<file path="src/rtl/pipelined_type_decoder_if.sv">
// Handshake and result bus for the pipelined RV32I type decoder stage.
// The master side belongs to fetch and the downstream consumer. The slave side belongs to the decoder.
interface pipelined_type_decoder_if #(
    parameter int unsigned INSTR_W = 32
);
    logic               flush;
    logic               in_valid;
    logic               in_ready;
    logic [INSTR_W-1:0] instr_i;
    logic               out_valid;
    logic               out_ready;
    logic [INSTR_W-1:0] instr_o;
    logic [11:0]        class_o;
    logic [4:0]         rd_o;
    logic [4:0]         rs1_o;
    logic [4:0]         rs2_o;
    logic [2:0]         funct3_o;
    logic               stall_o;

    modport master (
        output flush, in_valid, instr_i, out_ready,
        input  in_ready, out_valid, instr_o, class_o, rd_o, rs1_o, rs2_o, funct3_o, stall_o
    );

    modport slave (
        input  flush, in_valid, instr_i, out_ready,
        output in_ready, out_valid, instr_o, class_o, rd_o, rs1_o, rs2_o, funct3_o, stall_o
    );
endinterface

</file>
<file path="src/rtl/pipelined_type_decoder.sv">
// One pipeline stage that classifies RV32I instructions into a one-hot class and extracts register fields.
// It also inserts bubbles on load-use hazards against the previously accepted instruction.
module pipelined_type_decoder #(
    parameter int unsigned INSTR_W      = 32,
    parameter int unsigned STALL_CYCLES = 1,
    parameter bit          EN_SYSTEM    = 1'b1
) (
    input logic                    clk,
    input logic                    rst,
    pipelined_type_decoder_if.slave bus
);

    typedef enum logic {
        RUN,
        STALL
    } state_t;

    localparam int unsigned C_R      = 0;
    localparam int unsigned C_I      = 1;
    localparam int unsigned C_LOAD   = 2;
    localparam int unsigned C_STORE  = 3;
    localparam int unsigned C_BRANCH = 4;
    localparam int unsigned C_JAL    = 5;
    localparam int unsigned C_JALR   = 6;
    localparam int unsigned C_LUI    = 7;
    localparam int unsigned C_AUIPC  = 8;
    localparam int unsigned C_FENCE  = 9;
    localparam int unsigned C_SYSTEM = 10;
    localparam int unsigned C_ILL    = 11;

    localparam logic [2:0] STALL_INIT = 3'(STALL_CYCLES);

    state_t             state;
    logic [2:0]         cnt;
    logic               last_load;
    logic [4:0]         last_rd;

    logic               out_valid;
    logic [INSTR_W-1:0] instr_q;
    logic [11:0]        class_q;
    logic [4:0]         rd_q;
    logic [4:0]         rs1_q;
    logic [4:0]         rs2_q;
    logic [2:0]         funct3_q;

    logic [6:0]         opcode;
    logic [11:0]        cls;
    logic [4:0]         rd;
    logic [4:0]         rs1;
    logic [4:0]         rs2;
    logic [2:0]         funct3;
    logic               uses_rs1;
    logic               uses_rs2;
    logic               hazard;
    logic               can_advance;
    logic               in_ready;
    logic               accept;

    assign opcode = bus.instr_i[6:0];
    assign rd     = bus.instr_i[11:7];
    assign funct3 = bus.instr_i[14:12];
    assign rs1    = bus.instr_i[19:15];
    assign rs2    = bus.instr_i[24:20];

    always_comb begin
        cls = '0;
        if (bus.instr_i[1:0] != 2'b11) begin
            cls[C_ILL] = 1'b1;
        end else begin
            case (opcode)
                7'b0110011: cls[C_R]      = 1'b1;
                7'b0010011: cls[C_I]      = 1'b1;
                7'b0000011: cls[C_LOAD]   = 1'b1;
                7'b0100011: cls[C_STORE]  = 1'b1;
                7'b1100011: cls[C_BRANCH] = 1'b1;
                7'b1101111: cls[C_JAL]    = 1'b1;
                7'b1100111: cls[C_JALR]   = 1'b1;
                7'b0110111: cls[C_LUI]    = 1'b1;
                7'b0010111: cls[C_AUIPC]  = 1'b1;
                7'b0001111: begin
                    if (EN_SYSTEM) cls[C_FENCE] = 1'b1;
                    else           cls[C_ILL]   = 1'b1;
                end
                7'b1110011: begin
                    if (EN_SYSTEM) cls[C_SYSTEM] = 1'b1;
                    else           cls[C_ILL]    = 1'b1;
                end
                default:    cls[C_ILL]    = 1'b1;
            endcase
        end
    end

    always_comb begin
        uses_rs1 = cls[C_R] | cls[C_STORE] | cls[C_BRANCH] |
                   cls[C_I] | cls[C_LOAD]  | cls[C_JALR];
        uses_rs2 = cls[C_R] | cls[C_STORE] | cls[C_BRANCH];
        hazard   = bus.in_valid & last_load & (last_rd != 5'd0) &
                   ((uses_rs1 & (rs1 == last_rd)) | (uses_rs2 & (rs2 == last_rd)));
    end

    assign can_advance = !out_valid | bus.out_ready;
    assign in_ready    = !bus.flush & (state == RUN) & !hazard & can_advance;
    assign accept      = bus.in_valid & in_ready;

    // The bubble count includes the cycle in which the held instruction is finally accepted.
    // For that reason the FSM returns to RUN once the counter is about to reach 1, and a single-bubble stall never enters STALL at all.
    always_ff @(posedge clk or posedge rst) begin
        if (rst) begin
            state     <= RUN;
            cnt       <= '0;
            last_load <= 1'b0;
            last_rd   <= '0;
            out_valid <= 1'b0;
            instr_q   <= '0;
            class_q   <= '0;
            rd_q      <= '0;
            rs1_q     <= '0;
            rs2_q     <= '0;
            funct3_q  <= '0;
        end else if (bus.flush) begin
            state     <= RUN;
            cnt       <= '0;
            last_load <= 1'b0;
            out_valid <= 1'b0;
        end else begin
            if (accept) begin
                out_valid <= 1'b1;
                instr_q   <= bus.instr_i;
                class_q   <= cls;
                rd_q      <= rd;
                rs1_q     <= rs1;
                rs2_q     <= rs2;
                funct3_q  <= funct3;
                last_load <= cls[C_LOAD];
                last_rd   <= rd;
            end else if (bus.out_ready) begin
                out_valid <= 1'b0;
            end

            case (state)
                RUN: begin
                    if (hazard && can_advance) begin
                        cnt <= STALL_INIT;
                        if (STALL_CYCLES <= 1) begin
                            last_load <= 1'b0;
                        end else begin
                            state <= STALL;
                        end
                    end
                end
                STALL: begin
                    cnt <= cnt - 3'd1;
                    if (cnt <= 3'd2) begin
                        state     <= RUN;
                        last_load <= 1'b0;
                    end
                end
                default: state <= RUN;
            endcase
        end
    end

    assign bus.in_ready  = in_ready;
    assign bus.out_valid = out_valid;
    assign bus.instr_o   = instr_q;
    assign bus.class_o   = class_q;
    assign bus.rd_o      = rd_q;
    assign bus.rs1_o     = rs1_q;
    assign bus.rs2_o     = rs2_q;
    assign bus.funct3_o  = funct3_q;
    assign bus.stall_o   = (state == STALL) | hazard;

endmodule

</file>
<file path="src/flat_wrapper.sv">
// flat-port wrapper written by rule: the top's interface ports become plain ports
module pipelined_type_decoder_flat 
#(
    parameter int unsigned INSTR_W      = 32,
    parameter int unsigned STALL_CYCLES = 1,
    parameter bit          EN_SYSTEM    = 1'b1
)
  (clk, rst, bus_flush, bus_in_valid, bus_instr_i, bus_out_ready, bus_in_ready, bus_out_valid, bus_instr_o, bus_class_o, bus_rd_o, bus_rs1_o, bus_rs2_o, bus_funct3_o, bus_stall_o);
  pipelined_type_decoder_if #(.INSTR_W(INSTR_W)) bus_i ();
  input logic clk;
  input logic rst;
  input wire logic [$bits(bus_i.flush)-1:0] bus_flush;
  input wire logic [$bits(bus_i.in_valid)-1:0] bus_in_valid;
  input wire logic [$bits(bus_i.instr_i)-1:0] bus_instr_i;
  input wire logic [$bits(bus_i.out_ready)-1:0] bus_out_ready;
  output wire logic [$bits(bus_i.in_ready)-1:0] bus_in_ready;
  output wire logic [$bits(bus_i.out_valid)-1:0] bus_out_valid;
  output wire logic [$bits(bus_i.instr_o)-1:0] bus_instr_o;
  output wire logic [$bits(bus_i.class_o)-1:0] bus_class_o;
  output wire logic [$bits(bus_i.rd_o)-1:0] bus_rd_o;
  output wire logic [$bits(bus_i.rs1_o)-1:0] bus_rs1_o;
  output wire logic [$bits(bus_i.rs2_o)-1:0] bus_rs2_o;
  output wire logic [$bits(bus_i.funct3_o)-1:0] bus_funct3_o;
  output wire logic [$bits(bus_i.stall_o)-1:0] bus_stall_o;
  assign bus_i.flush = bus_flush;
  assign bus_i.in_valid = bus_in_valid;
  assign bus_i.instr_i = bus_instr_i;
  assign bus_i.out_ready = bus_out_ready;
  assign bus_in_ready = bus_i.in_ready;
  assign bus_out_valid = bus_i.out_valid;
  assign bus_instr_o = bus_i.instr_o;
  assign bus_class_o = bus_i.class_o;
  assign bus_rd_o = bus_i.rd_o;
  assign bus_rs1_o = bus_i.rs1_o;
  assign bus_rs2_o = bus_i.rs2_o;
  assign bus_funct3_o = bus_i.funct3_o;
  assign bus_stall_o = bus_i.stall_o;
  pipelined_type_decoder #(.INSTR_W(INSTR_W), .STALL_CYCLES(STALL_CYCLES), .EN_SYSTEM(EN_SYSTEM)) u_core (.clk(clk), .rst(rst), .bus(bus_i));
endmodule
</file>
<file path="config.mk">
export PLATFORM = sky130hd
export DESIGN_NAME = pipelined_type_decoder_flat
export DESIGN_NICKNAME = d
export VERILOG_FILES = /design/src/rtl/pipelined_type_decoder_if.sv /design/src/rtl/pipelined_type_decoder.sv /design/src/flat_wrapper.sv
export SDC_FILE = /design/constraint.sdc
export NUM_CORES = 1
export LEC_CHECK = 0
export CORE_ASPECT_RATIO = 0.7
export CORE_MARGIN = 2
export CORE_UTILIZATION = 39
export DETAILED_ROUTE_END_ITERATION = 12
export PLACE_DENSITY = 0.76
export SETUP_SLACK_MARGIN = 0.02
export SYNTH_ARGS = -nofsm -noshare
export SYNTH_HDL_FRONTEND = slang
export SYNTH_SLANG_ARGS = --single-unit
</file>
<file path="constraint.sdc">
create_clock -name clk -period 2.4 [get_ports clk]
set_input_delay 0.6 -clock clk [delete_from_list [all_inputs] [get_ports clk]]
set_output_delay 0.6 -clock clk [all_outputs]
set_load 0.02 [all_outputs]
</file>
==> results.cfg <==
[drt]
drtPass1Iterations = 4
viasPerCell = 5.079
drt_iter0_drc = 82
drc = 0
wirelength_um = 6770
num_vias = 1996
wl_per_cell_um = 17.23
ant_nets = 0

[floorplan]
die_area_mm2 = 0.006895
ioPinCount = 102
rows = 24
start_util_pct = 39.71
fp.coreArea_mm2 = 0.006126
dieWidth_um = 98.39
die_h_um = 70.08

[placed_design]
dp_cells = 379
hpwl_um = 4801
port_buffers = 101
place_area_mm2 = 0.003606
finalWeightedCongestion = 0.7786

[clocking]
cts_tree = done
clk_latency_ps = 310
clock_path_buffers = 2
cts_hold_buf = 0
cts.clk_slew.worst_paths_ps = 90
cts_root_buf = clkbuf_8
cts_made_buffers = 5
cts.sinks = 50
htree_levels = 2

[setup_path]
start_kind = flip-flop
criticalPathCategory = flip-flop to output port
end_kind = output port
arrival_ps = 1960
crit_path_max_fanout = 3
required_ps = 1800

[logic_synthesis]
syn_avg_cell_area_um2 = 12.28
synth_nets = 237
yosysTopAreaCell = dfrtp_1
yosys_warnings = 0
synth.area.top_cells = dfrtp_1 (51%), mux2_2 (14%), buf_4 (5.6%), xnor2_1 (4.0%), a32o_1 (2.5%)
ys_seq_area_share_pct = 51.44
synth-seq-cells = 50
ys_types = 40
yosys.area.top_type_share_pct = 51.44
syn_area_mm2 = 0.002432
synthCells = 198

[timing]
worst_slew_pin_slew_ps = 459.0
layout_setup_ws_ps = -155.6
finClkSkew_ps = 6.330
finalCritPeriodShare_pct = 106.5
setup-violations-final = 2
period_minus_slack_ps = 2556
hold_slack_ps = 481.9
slew_headroom_pct = 69.35
hold_viol_final = 0
rsz0062_at_grt = true
finalMaxSlewViolations = 0
setup_tns_ps = -243.2
fmax_mhz = 391.3

[power]
p_seq_share_pct = 40.9
netSwitchingFraction_pct = 31.63
ir_drop_uv = 344.3
power_frac_clock_pct = 20.8
power.switching_uw = 781.4
internal_power_uw = 1689
p_per_area_mw_per_mm2 = 636.8
p_leak_uw = 0.001681
power.share.combinational_pct = 38.3

[finish]
fin_cells = 393
fin_area_mm2 = 0.003880
drive_above_1_share_pct = 30.16
antenna_cells = 0
fill_cells = 516
area_delta_synth_final_pct = 59.52
final_nets = 353
utilization_pct = 63.34

[global_route]
antenna_found_initial = 0
grt_pass1_wl_um = 10410
grt_max_degree = 32
grt-ovfl-total = 0
grt_pass1_vias = 2007
track_usage_pct = 19.27

[status]
outcome = finished, violations left
violations = negative setup slack

[run]
maxCapViolations = 0

[worst_hold_path]
min_path_type = flip-flop to flip-flop
-- placed cells by master, fill, tap and decap left out, types with 5 or more instances in the layout --
cell / instances
dfrtp_1: 50
xnor2_1: 5
clkdlybuf4s50_1: 82
buf_4: 25
mux2_2: 27
dlygate4sd2_1: 7
clkbuf_8: 6
buf_6: 6
nand4_1: 5
nand2_1: 6
nor2_1: 5
a32o_1: 6
-- path summary, 6_finish.rpt --
check	endpoint	slack [ps]	startpoint	depth (start not counted)
min	u_core.bus.class_o[5]	480	u_core.bus.class_o[5]	1
max	bus_in_ready	-160	u_core.bus.instr_o[10]	5
min in group asynchronous	u_core.bus.instr_o[12]	610	rst	2
max in group asynchronous	u_core.bus.class_o[7]	1260	rst	3
max reg2reg	u_core.bus.instr_o[17]	90	u_core.bus.instr_o[10]	10
min reg2reg	u_core.bus.class_o[5]	480	u_core.bus.class_o[5]	1
-- sequential cells by signal (all words and copies together), names as in the netlist --
| register | count |
|---|---|
| u_core.cnt | 3 |
| u_core.bus.instr_o | 32 |
| u_core.bus.out_valid | 1 |
| u_core.state | 1 |
| u_core.bus.class_o | 12 |
| u_core.last_load | 1 |
-- worst max-delay path, stage by stage, from the launching register on --
cell	delay, ps
dfrtp_1	400
or4_4	570
o211ai_4	230
or2_4	170
and3_4	170
buf_6	110
-- metal layers --
metal  part of all wire [%]  track usage [%]
met1                     43            26.21
met5                      0                0
met4                    1.0            5.023
met3                    8.7            6.607
met2                     47            29.71
-- kinds of logic (layout without fill, tap and decap cells) --
group                      count (synthesis)  after routing  share of synthesized area, %
DFF                                       50             50                         51.44
and+or+nand+nor                           45             45                         10.55
muxes                                     34             34                         15.74
buffers and inverters                     31            148                         8.591
AOI/OAI and AO/OA                         25             25                         8.694
xor gates and xnor gates                  11             11                         3.961
adders and majority gates                  2              2                         1.029
-- area by class of cell --
cell class | instances | area, um2 | area share (%)
clock buffer | 7 | 86.33 | 2.225
tap | 78 | 97.59 | 2.515
sequential | 50 | 1251 | 32.25
multi-input combinational | 117 | 1089 | 28.06
timing repair buffer | 135 | 1333 | 34.34
clock inverter | 1 | 5.005 | 0.1290
inverter | 5 | 18.77 | 0.4837
-- power groups by stage --
stage / clock network (uW) / logic (uW) / registers, uW
after floorplan: 0 / 336 / 1150
after global placement: 0 / 868 / 1020
after detailed placement: 0 / 879 / 1020
after CTS: 530 / 899 / 1010
after global routing: 556 / 996 / 1030
final: 513 / 947 / 1010
-- metrics by stage --
step | total power [uW] | setup WS (ps)
5_1_grt | 2579 | -214.3
4_1_cts | 2439 | -158.0
3_5_place_dp | 1903 | -946.3
6_report | 2471 | -155.6
2_1_floorplan | 1488 | -23.21
3_3_place_gp | 1885 | -899.8
-- cell usage after synthesis --
cell type,instances
nand2_1,6
o211a_1,1
buf_6,3
a22o_1,2
or2_2,1
nor2_1,6
a21oi_1,3
o21ai_4,1
clkbuf_1,3
a21boi_0,1
ha_1,2
nor4_1,3
o22a_2,1
o211ai_1,1
inv_1,5
and3b_1,2
and4bb_2,1
nand3_1,3
nor3_1,4
and3_1,4
mux2_1,3
o22ai_1,2
or3_1,1
nand4_1,5
or4_1,1
o211ai_2,1
nand2b_1,4
dfrtp_1,50
mux2_2,31
a32o_1,6
o31a_1,1
a21o_1,2
buf_2,2
o21ai_0,2
buf_4,18
o32ai_1,1
xnor2_1,11
nor2b_1,2
and2_1,1
nor3b_1,1
-- what timing repair did --
| item | 4_1_cts | 5_1_grt |
|---|---|---|
| buffers inserted | 2 | 3 |
| cloned | 0 | 2 |
| pin swaps | 14 | 10 |
| setup endpoints to repair | 42 | 31 |
| gates resized for setup | 52 | 18 |
(Power assumes the default switching activity.)
